--- src/rtl/spi_reg_ctrl.sv ---
// SPI command/register controller: frames on cs_n, decodes a command byte and
// streams burst reads/writes against a 16 x 8 register file with auto-increment.
module spi_reg_ctrl #(
    parameter logic [7:0]  ID_VALUE  = 8'hA5,
    parameter int unsigned DISP_ADDR = 0
) (
    input  logic       clk,
    input  logic       rst_n,
    input  logic       cs_n,
    input  logic [7:0] rx_data,
    input  logic       rx_full,
    output logic [7:0] tx_data,
    output logic       tx_send,
    output logic [7:0] disp_reg,
    output logic [7:0] frame_cnt,
    output logic [7:0] err_cnt
);

    localparam logic [3:0] DISP_IDX = 4'(DISP_ADDR);

    typedef enum logic [1:0] {IDLE, CMD, DATA, IGNORE} state_t;

    state_t     state, state_nxt;
    logic       full_q;
    logic       rw, rw_nxt;
    logic [3:0] addr, addr_nxt;
    logic [7:0] regs [14];
    logic [7:0] rd_mux [16];
    logic [7:0] tx_nxt, frame_nxt, err_nxt;
    logic       send_nxt, wr_en;
    logic       byte_ev, cmd_ok;

    function automatic logic [7:0] sat_inc(input logic [7:0] v);
        return (v == 8'hFF) ? v : v + 8'd1;
    endfunction

    assign byte_ev = rx_full & ~full_q & ~cs_n;
    assign cmd_ok  = (rx_data[6:4] == 3'b000);

    // Read view of the full 16-entry map, including the two read-only slots
    always_comb begin
        for (int i = 0; i < 14; i++) rd_mux[i] = regs[i];
        rd_mux[14] = ID_VALUE;
        rd_mux[15] = frame_cnt;
    end

    assign disp_reg = rd_mux[DISP_IDX];

    always_ff @(posedge clk or negedge rst_n) begin
        if (!rst_n) state <= IDLE;
        else        state <= state_nxt;
    end

    always_comb begin
        state_nxt = state;
        if (cs_n) begin
            state_nxt = IDLE;
        end else begin
            case (state)
                IDLE:    state_nxt = CMD;
                CMD:     if (byte_ev) state_nxt = cmd_ok ? DATA : IGNORE;
                default: state_nxt = state;
            endcase
        end
    end

    // cs_n high takes priority, so a byte arriving with the chip-select release is dropped
    always_comb begin
        send_nxt  = 1'b0;
        tx_nxt    = tx_data;
        addr_nxt  = addr;
        rw_nxt    = rw;
        wr_en     = 1'b0;
        err_nxt   = err_cnt;
        frame_nxt = frame_cnt;
        if (cs_n) begin
            if (state == DATA) frame_nxt = frame_cnt + 8'd1;
        end else begin
            case (state)
                CMD: begin
                    if (byte_ev) begin
                        if (cmd_ok) begin
                            rw_nxt   = rx_data[7];
                            addr_nxt = rx_data[3:0];
                            tx_nxt   = rd_mux[rx_data[3:0]];
                            send_nxt = 1'b1;
                        end else begin
                            err_nxt  = sat_inc(err_cnt);
                        end
                    end
                end
                DATA: begin
                    if (byte_ev) begin
                        wr_en    = rw && (addr < 4'd14);
                        addr_nxt = addr + 4'd1;
                        tx_nxt   = rd_mux[addr + 4'd1];
                        send_nxt = 1'b1;
                    end
                end
                default: ;
            endcase
        end
    end

    always_ff @(posedge clk or negedge rst_n) begin
        if (!rst_n) begin
            full_q    <= 1'b0;
            rw        <= 1'b0;
            addr      <= 4'd0;
            tx_data   <= 8'd0;
            tx_send   <= 1'b0;
            frame_cnt <= 8'd0;
            err_cnt   <= 8'd0;
            for (int i = 0; i < 14; i++) regs[i] <= 8'd0;
        end else begin
            full_q    <= rx_full;
            rw        <= rw_nxt;
            addr      <= addr_nxt;
            tx_data   <= tx_nxt;
            tx_send   <= send_nxt;
            frame_cnt <= frame_nxt;
            err_cnt   <= err_nxt;
            if (wr_en) regs[addr] <= rx_data;
        end
    end

endmodule
--- config.mk ---
export PLATFORM = sky130hd
export DESIGN_NAME = spi_reg_ctrl
export DESIGN_NICKNAME = d
export VERILOG_FILES = /design/src/rtl/spi_reg_ctrl.sv
export SDC_FILE = /design/constraint.sdc
export NUM_CORES = 1
export LEC_CHECK = 0
export CORE_MARGIN = 1.5
export CORE_UTILIZATION = 60
export CTS_CLUSTER_SIZE = 30
export DETAILED_ROUTE_END_ITERATION = 12
export GPL_TIMING_DRIVEN = 1
export PLACE_DENSITY = 0.8
export SLEW_MARGIN = 5
export SYNTH_ARGS = -nofsm -noshare
export SYNTH_HDL_FRONTEND = slang
export SYNTH_SLANG_ARGS = --single-unit
--- constraint.sdc ---
create_clock -name clk -period 3.85 [get_ports clk]
set_input_delay 0.5775 -clock clk [delete_from_list [all_inputs] [get_ports clk]]
set_output_delay 0.5775 -clock clk [all_outputs]
set_load 0.05 [all_outputs]
==> results.tsv, run 1 <==
stage	metric	value	unit
worst_setup_path	critPathArrivalTime	3.38	ns
grt	antenna_found_initial	0	
yosys	synthTopCellsByArea	dfrtp_1 (46%), mux2_2 (17%), mux4_2 (14%)	
yosys	synth_compound_area_share	5.11	%
flow_run	maxCapViolations	0	
cts	cts-root-buf	clkbuf_16	
final_layout	largest_reg_flops	104	
yosys	syn_avg_cell_area	13.5	um^2
yosys	ys_seq_elements	145	
yosys	synth.largest_area_cell	dfrtp_1	
drt	drc_errors	0	
worst_setup_path	r2r_cells	7	
yosys	yosys_warnings	0	
power	swShare	29.3	%
power	p_comb_share	20.2	%
floorplan	coreArea	12700	um^2
yosys	yosysSeqAreaShare	45.8	%
final_layout	fin_cells	797	
cts	cts_tree	done	
place	hpwlAfterDp	13000	um
outcome	status	finished clean	
yosys	synthSimpleGateAreaFrac	6.62	%
yosys	yosysMostFrequentCell	dfrtp_1	
worst_setup_path	cp_data_required_time	4.16	ns
yosys	synthAdderAreaFrac	1.42	%
place	dp_cells	765	
final_layout	fin_nets	633	
worst_hold_path	hold_path_class	input pin to asynchronous set/reset pin	
power	p_switching	1.29	mW
yosys	synth-edff-count	0	
sta	drv_slew	0	
yosys	netlist_area	7920	um^2
place	gp_congestion	0.888	
final_layout	nFillCells	877	
floorplan	fp.dieH	118	um
worst_setup_path	cp-end-kind	register	
power	ir_drop	0.000362	V
power	leakagePower	4.18	nW
drt	avgViaCountPerCell	6.82	
cts	hold_buffers	0	
yosys	ys_top_cells_by_count	dfrtp_1 (145), mux2_2 (118), mux4_2 (48)	
yosys	synth-xor-area-share	1.77	%
sta	max_freq	0.326	GHz
floorplan	rows	41	
floorplan	pin_count	45	
sta	period_share	79.7	%
drt	wl_per_cell	25.2	um
power	powerDensity	487	nW/um^2
drt	ant_nets	0	
cts	clock-sinks	145	
power	p_seq_share	38.4	%
grt	first_global_vias	5582	
yosys	synth_top_family_by_area	multiplexers	
floorplan	die_w	118	um
worst_setup_path	cp-start-kind	register	
cts	cts_setup_buffers	0	
grt	grt_overflow	0	
final_layout	diodes	0	
worst_setup_path	ff2ff_setup_slack	0.78	ns
drt	dr_total_vias	5438	
yosys	muxShareOfSynthArea	35.1	%
grt	grt_max_degree	100	
cts	worst_skew_pair.late_latency	0.43	ns
floorplan	initial_utilization	62.2	%
cts	cts_resized	0	
cts	cts.clk_slew.worst_paths	0.06	ns
cts	cts-buffers-inserted	17	
sta	rsz0062_at_grt	false	
sta	finalSetupTns	0	ns
worst_setup_path	path_max_fanout	17	
sta	period_needed	3.07	ns
final_layout	drive_gt1_share	36.2	%
floorplan	die_area	13900	um^2
drt	detail_route.wirelength	20100	um
yosys	yosysTopAreaCellShare	45.8	%
yosys	syn_nets	609	
sta	fin_worst_skew	0.00591	ns
worst_setup_path	worstSetupPathType	register to register	
sta	setup_viol	0	
drt	drt_pass1_iterations	7	
yosys	synth_cell_types	50	
sta	relSlewSlack	13.8	%
worst_setup_path	reg2reg_from	addr[0]	
final_layout	areaGrowthSynthToFinish	14.3	%
yosys	synth_cells	588	
drt	drt_iter0_markers	444	
grt	grt_pass1_wl	31900	um
cts	h-tree-depth	4	
power	power_frac_clock	41.4	%
grt	grt_use_total	30.5	%
sta	finalHoldViolCount	0	
place	port_buffers	44	
worst_setup_path	reg2reg_to	tx_data[1]	
yosys	synthArstFlopShare	100	%
yosys	synth_flop_cell	dfrtp_1	
sta	worstMarginPinSlew	1.29	ns
power	p_int	3.12	mW
cts	cts_max_path_buffers	2	
## kinds of logic after synthesis
kind of cell,Yosys count
AO/OA/AOI/OAI,56
XOR/XNOR,16
multiplexers,202
flip-flops,145
adder cells (fa/ha/maj),9
buffers and inverters,62
AND/OR/NAND/NOR,98
## layout by cell type (no fill, tap or decap), types with 10 or more instances in the layout
| master | instances |
|---|---|
| nor2_1 | 14 |
| mux2_2 | 118 |
| nand3_1 | 10 |
| dfrtp_1 | 144 |
| mux2i_1 | 31 |
| nand2_1 | 28 |
| mux4_2 | 48 |
| clkbuf_16 | 17 |
| clkdlybuf4s50_1 | 41 |
| buf_4 | 15 |
## worst max-delay path by stage
stage	start	end	slack, ns	cells past startpoint
3_5_place_dp	cs_n	rd_mux[68]	0.76	6
3_3_place_gp	rx_data[5]	tx_data[0]	0.78	5
4_1_cts	addr[0]	tx_data[1]	0.80	7
6_report	addr[0]	tx_data[1]	0.78	7
2_1_floorplan	addr[0]	tx_data[3]	0.65	11
5_1_grt	addr[0]	tx_data[6]	0.61	7
## through the flow
stage                     worst slack, ns  util (%)  instance area [um^2]  power, mW  hold WS (ns)
final                               0.780      71.1                  9050       4.41         0.248
after global placement              0.780      66.0                  8390       2.57         0.483
after floorplan                     0.654         -                  7920       2.32         0.282
after CTS                           0.796      71.1                  9050       4.42         0.298
after detailed placement            0.757      66.0                  8390       2.60         0.504
after global routing                0.605      71.1                  9050       4.55         0.337
## layer usage
layer	share of wire (%)	GRT usage, %
met5	0	0
met4	4.0	14.3
met2	48	48.4
met3	8.2	6.98
met1	39	40.1
## worst max-delay path, stage by stage, from the launching register on
cell and delay (ns):
dfrtp_2 0.58, inv_1 0.19, ha_1 0.74, buf_4 0.41, mux4_2 0.34, mux4_2 0.46, nor2b_1 0.13, o21ai_0 0.09
## layout make-up
type | instances | area (um^2) | share of cell area, %
sequential | 145 | 3630 | 40.1
inverter | 7 | 26.3 | 0.290
clock buffer | 24 | 512 | 5.65
clock inverter | 8 | 146 | 1.62
multi-input combinational | 381 | 3960 | 43.7
tap | 172 | 215 | 2.38
timing repair buffer | 60 | 564 | 6.23
## power by group through the flow
stage | clock (mW) | sequential, mW | combinational (mW)
floorplan | 0 | 1.79 | 0.530
global placement | 0 | 1.71 | 0.862
detailed placement | 0 | 1.72 | 0.881
CTS | 1.84 | 1.69 | 0.888
global route | 1.91 | 1.70 | 0.940
finish | 1.83 | 1.69 | 0.891
Note: power is estimated with default switching activity, not from simulation.
==> inputs of run 2 (changes only) <==
--- a/config.mk
+++ b/config.mk
@@ -6,11 +6,11 @@
 export NUM_CORES = 1
 export LEC_CHECK = 0
 export CORE_MARGIN = 1.5
-export CORE_UTILIZATION = 60
+export CORE_UTILIZATION = 54
 export CTS_CLUSTER_SIZE = 30
 export DETAILED_ROUTE_END_ITERATION = 12
 export GPL_TIMING_DRIVEN = 1
-export PLACE_DENSITY = 0.8
+export PLACE_DENSITY = 0.76
 export SLEW_MARGIN = 5
 export SYNTH_ARGS = -nofsm -noshare
 export SYNTH_HDL_FRONTEND = slang
==> constraint.sdc (replaced) <==
create_clock -name clk -period 2.6 [get_ports clk]
set_input_delay 0.39 -clock clk [delete_from_list [all_inputs] [get_ports clk]]
set_output_delay 0.39 -clock clk [all_outputs]
set_load 0.05 [all_outputs]
==> results.tsv, run 2 (synthesis results as in run 1) <==
stage	metric	value	unit
outcome	status	finished clean	
cts	cts-buffers-inserted	17	
grt	grt_max_degree	57	
power	powerDensity	704	nW/um^2
sta	period_share	93.6	%
final_layout	areaGrowthSynthToFinish	17.7	%
sta	finalHoldViolCount	0	
worst_setup_path	max_stage_delay	0.48	ns
floorplan	pin_count	45	
flow_run	maxCapViolations	0	
drt	detail_route.wirelength	19900	um
final_layout	final_common_cell	dfrtp_1	
final_layout	most-common-layout-cells	dfrtp_1 (144), mux2_2 (118), mux4_2 (48)	
cts	worst_skew_pair.late_latency	0.43	ns
worst_hold_path	hold_start	rx_full	
cts	cts_tree	done	
cts	hold_buffers	1	
cts	cts.clk_slew.worst_paths	0.06	ns
floorplan	initial_utilization	54.9	%
cts	cts-root-buf	clkbuf_16	
final_layout	largest_reg_flops	104	
sta	fin_worst_skew	0.0119	ns
sta	layout_setup_ws	0.167	ns
cts	clock-sinks	145	
drt	ant_nets	0	
drt	avgViaCountPerCell	6.41	
sta	rsz0062_at_grt	false	
cts	cts_resized	0	
place	port_buffers	44	
worst_setup_path	crit_path_cell_trace	inv_6, ha_4, mux2i_1, o2bb2ai_1, mux4_2, and3_1, a211o_1	
cts	h-tree-depth	4	
grt	grt_overflow	0	
sta	period_needed	2.43	ns
worst_setup_path	critPathBufInv	1	
drt	wl_met1	8390	um
drt	dr_wl_met2	9660	um
grt	grt_use_total	27.7	%
drt	wl_per_cell	23.7	um
floorplan	die_area	15400	um^2
grt	antenna_found_initial	0	
sta	relSlewSlack	45.6	%
cts	cts_max_path_buffers	2	
worst_setup_path	reg2reg_from	addr[0]	
floorplan	coreArea	14400	um^2
drt	drt_pass1_iterations	4	
worst_setup_path	cp-end-kind	register	
worst_setup_path	worstSetupPathType	register to register	
place	gp_congestion	0.901	
final_layout	fin_nets	663	
worst_setup_path	critPathArrivalTime	2.75	ns
drt	dr_total_vias	5378	
cts	cts_setup_buffers	0	
drt	top_layer	met4	
worst_setup_path	cp-start-kind	register	
sta	worstMarginPinSlew	0.816	ns
power	ir_drop	0.000463	V
grt	grt_pass1_wl	31000	um
drt	drt_iter0_markers	429	
grt	first_global_vias	5524	
final_layout	drive_gt1_share	39.2	%
worst_setup_path	critPathLaunch	addr[0]	
worst_hold_path	hold_path_class	input pin to register	
floorplan	die_w	124	um
sta	max_freq	0.411	GHz
sta	drv_slew	0	
power	leakagePower	4.32	nW
place	hpwlAfterDp	13600	um
place	pre_cts_slack	0.154	ns
worst_setup_path	critPathSlowestCell	ha_4	
sta	setup_viol	0	
drt	dr_wl_met3	1190	um
drt	drc_errors	0	
final_layout	utilization	64.6	%
floorplan	fp.dieH	124	um
worst_setup_path	cp_data_required_time	2.92	ns
final_layout	diodes	0	
worst_setup_path	path_max_fanout	19	
floorplan	rows	44	
worst_setup_path	crit_family	multiplexers	
[run 2: metrics by stage]
stage	setup TNS, ns	std cells	hold WS (ns)	instance area, um^2	total power [mW]
6_report	0	839	0.464	9320	6.57
5_1_grt	0	839	0.467	9320	6.80
4_1_cts	0	839	0.457	9320	6.60
3_5_place_dp	0	806	0.397	8670	3.94
3_3_place_gp	0	806	0.396	8670	3.92
2_1_floorplan	-0.0296	588	0.0944	7960	3.49
[run 2: worst register-to-register path, delay by kind of cell, from the launching register on]
kind,cells,cell delay [ns]
buffers and inverters,1,0.06
AND/OR/NAND/NOR,1,0.20
multiplexers,2,0.75
adder cells (fa/ha/maj),1,0.48
flip-flops,1,0.43
AO/OA/AOI/OAI,2,0.40
[run 2: final timing paths]
kind,end,slack (ns),cells after the start
max,tx_data[3],0.17,7
min,full_q,0.46,1
max in group asynchronous,rd_mux[40],1.40,3
min in group asynchronous,frame_cnt[5],0.50,2
max reg2reg,tx_data[3],0.17,7
min reg2reg,rd_mux[98],0.52,1
[run 2: layout make-up]
cell class,count,area [um^2]
Clock buffer,18,429
Clock inverter,14,214
Fill cell,1041,5100
Inverter,7,31.3
Multi-Input combinational cell,381,3970
Sequential cell,145,3630
Tap cell,184,230
Timing Repair Buffer,90,817
[run 2: power breakdown]
group | leakage [nW] | internal, mW | switching, mW
clock | 0.306 | 1.70 | 0.960
combinational | 2.02 | 0.577 | 0.848
sequential | 2.00 | 2.35 | 0.128
[run 2: routing by layer]
metal | vias up | track usage [%]
li1 | 2304 | -
met1 | 2825 | 36.8
met2 | 211 | 44.0
met3 | 38 | 5.86
met4 | 0 | 12.2
met5 | - | 0
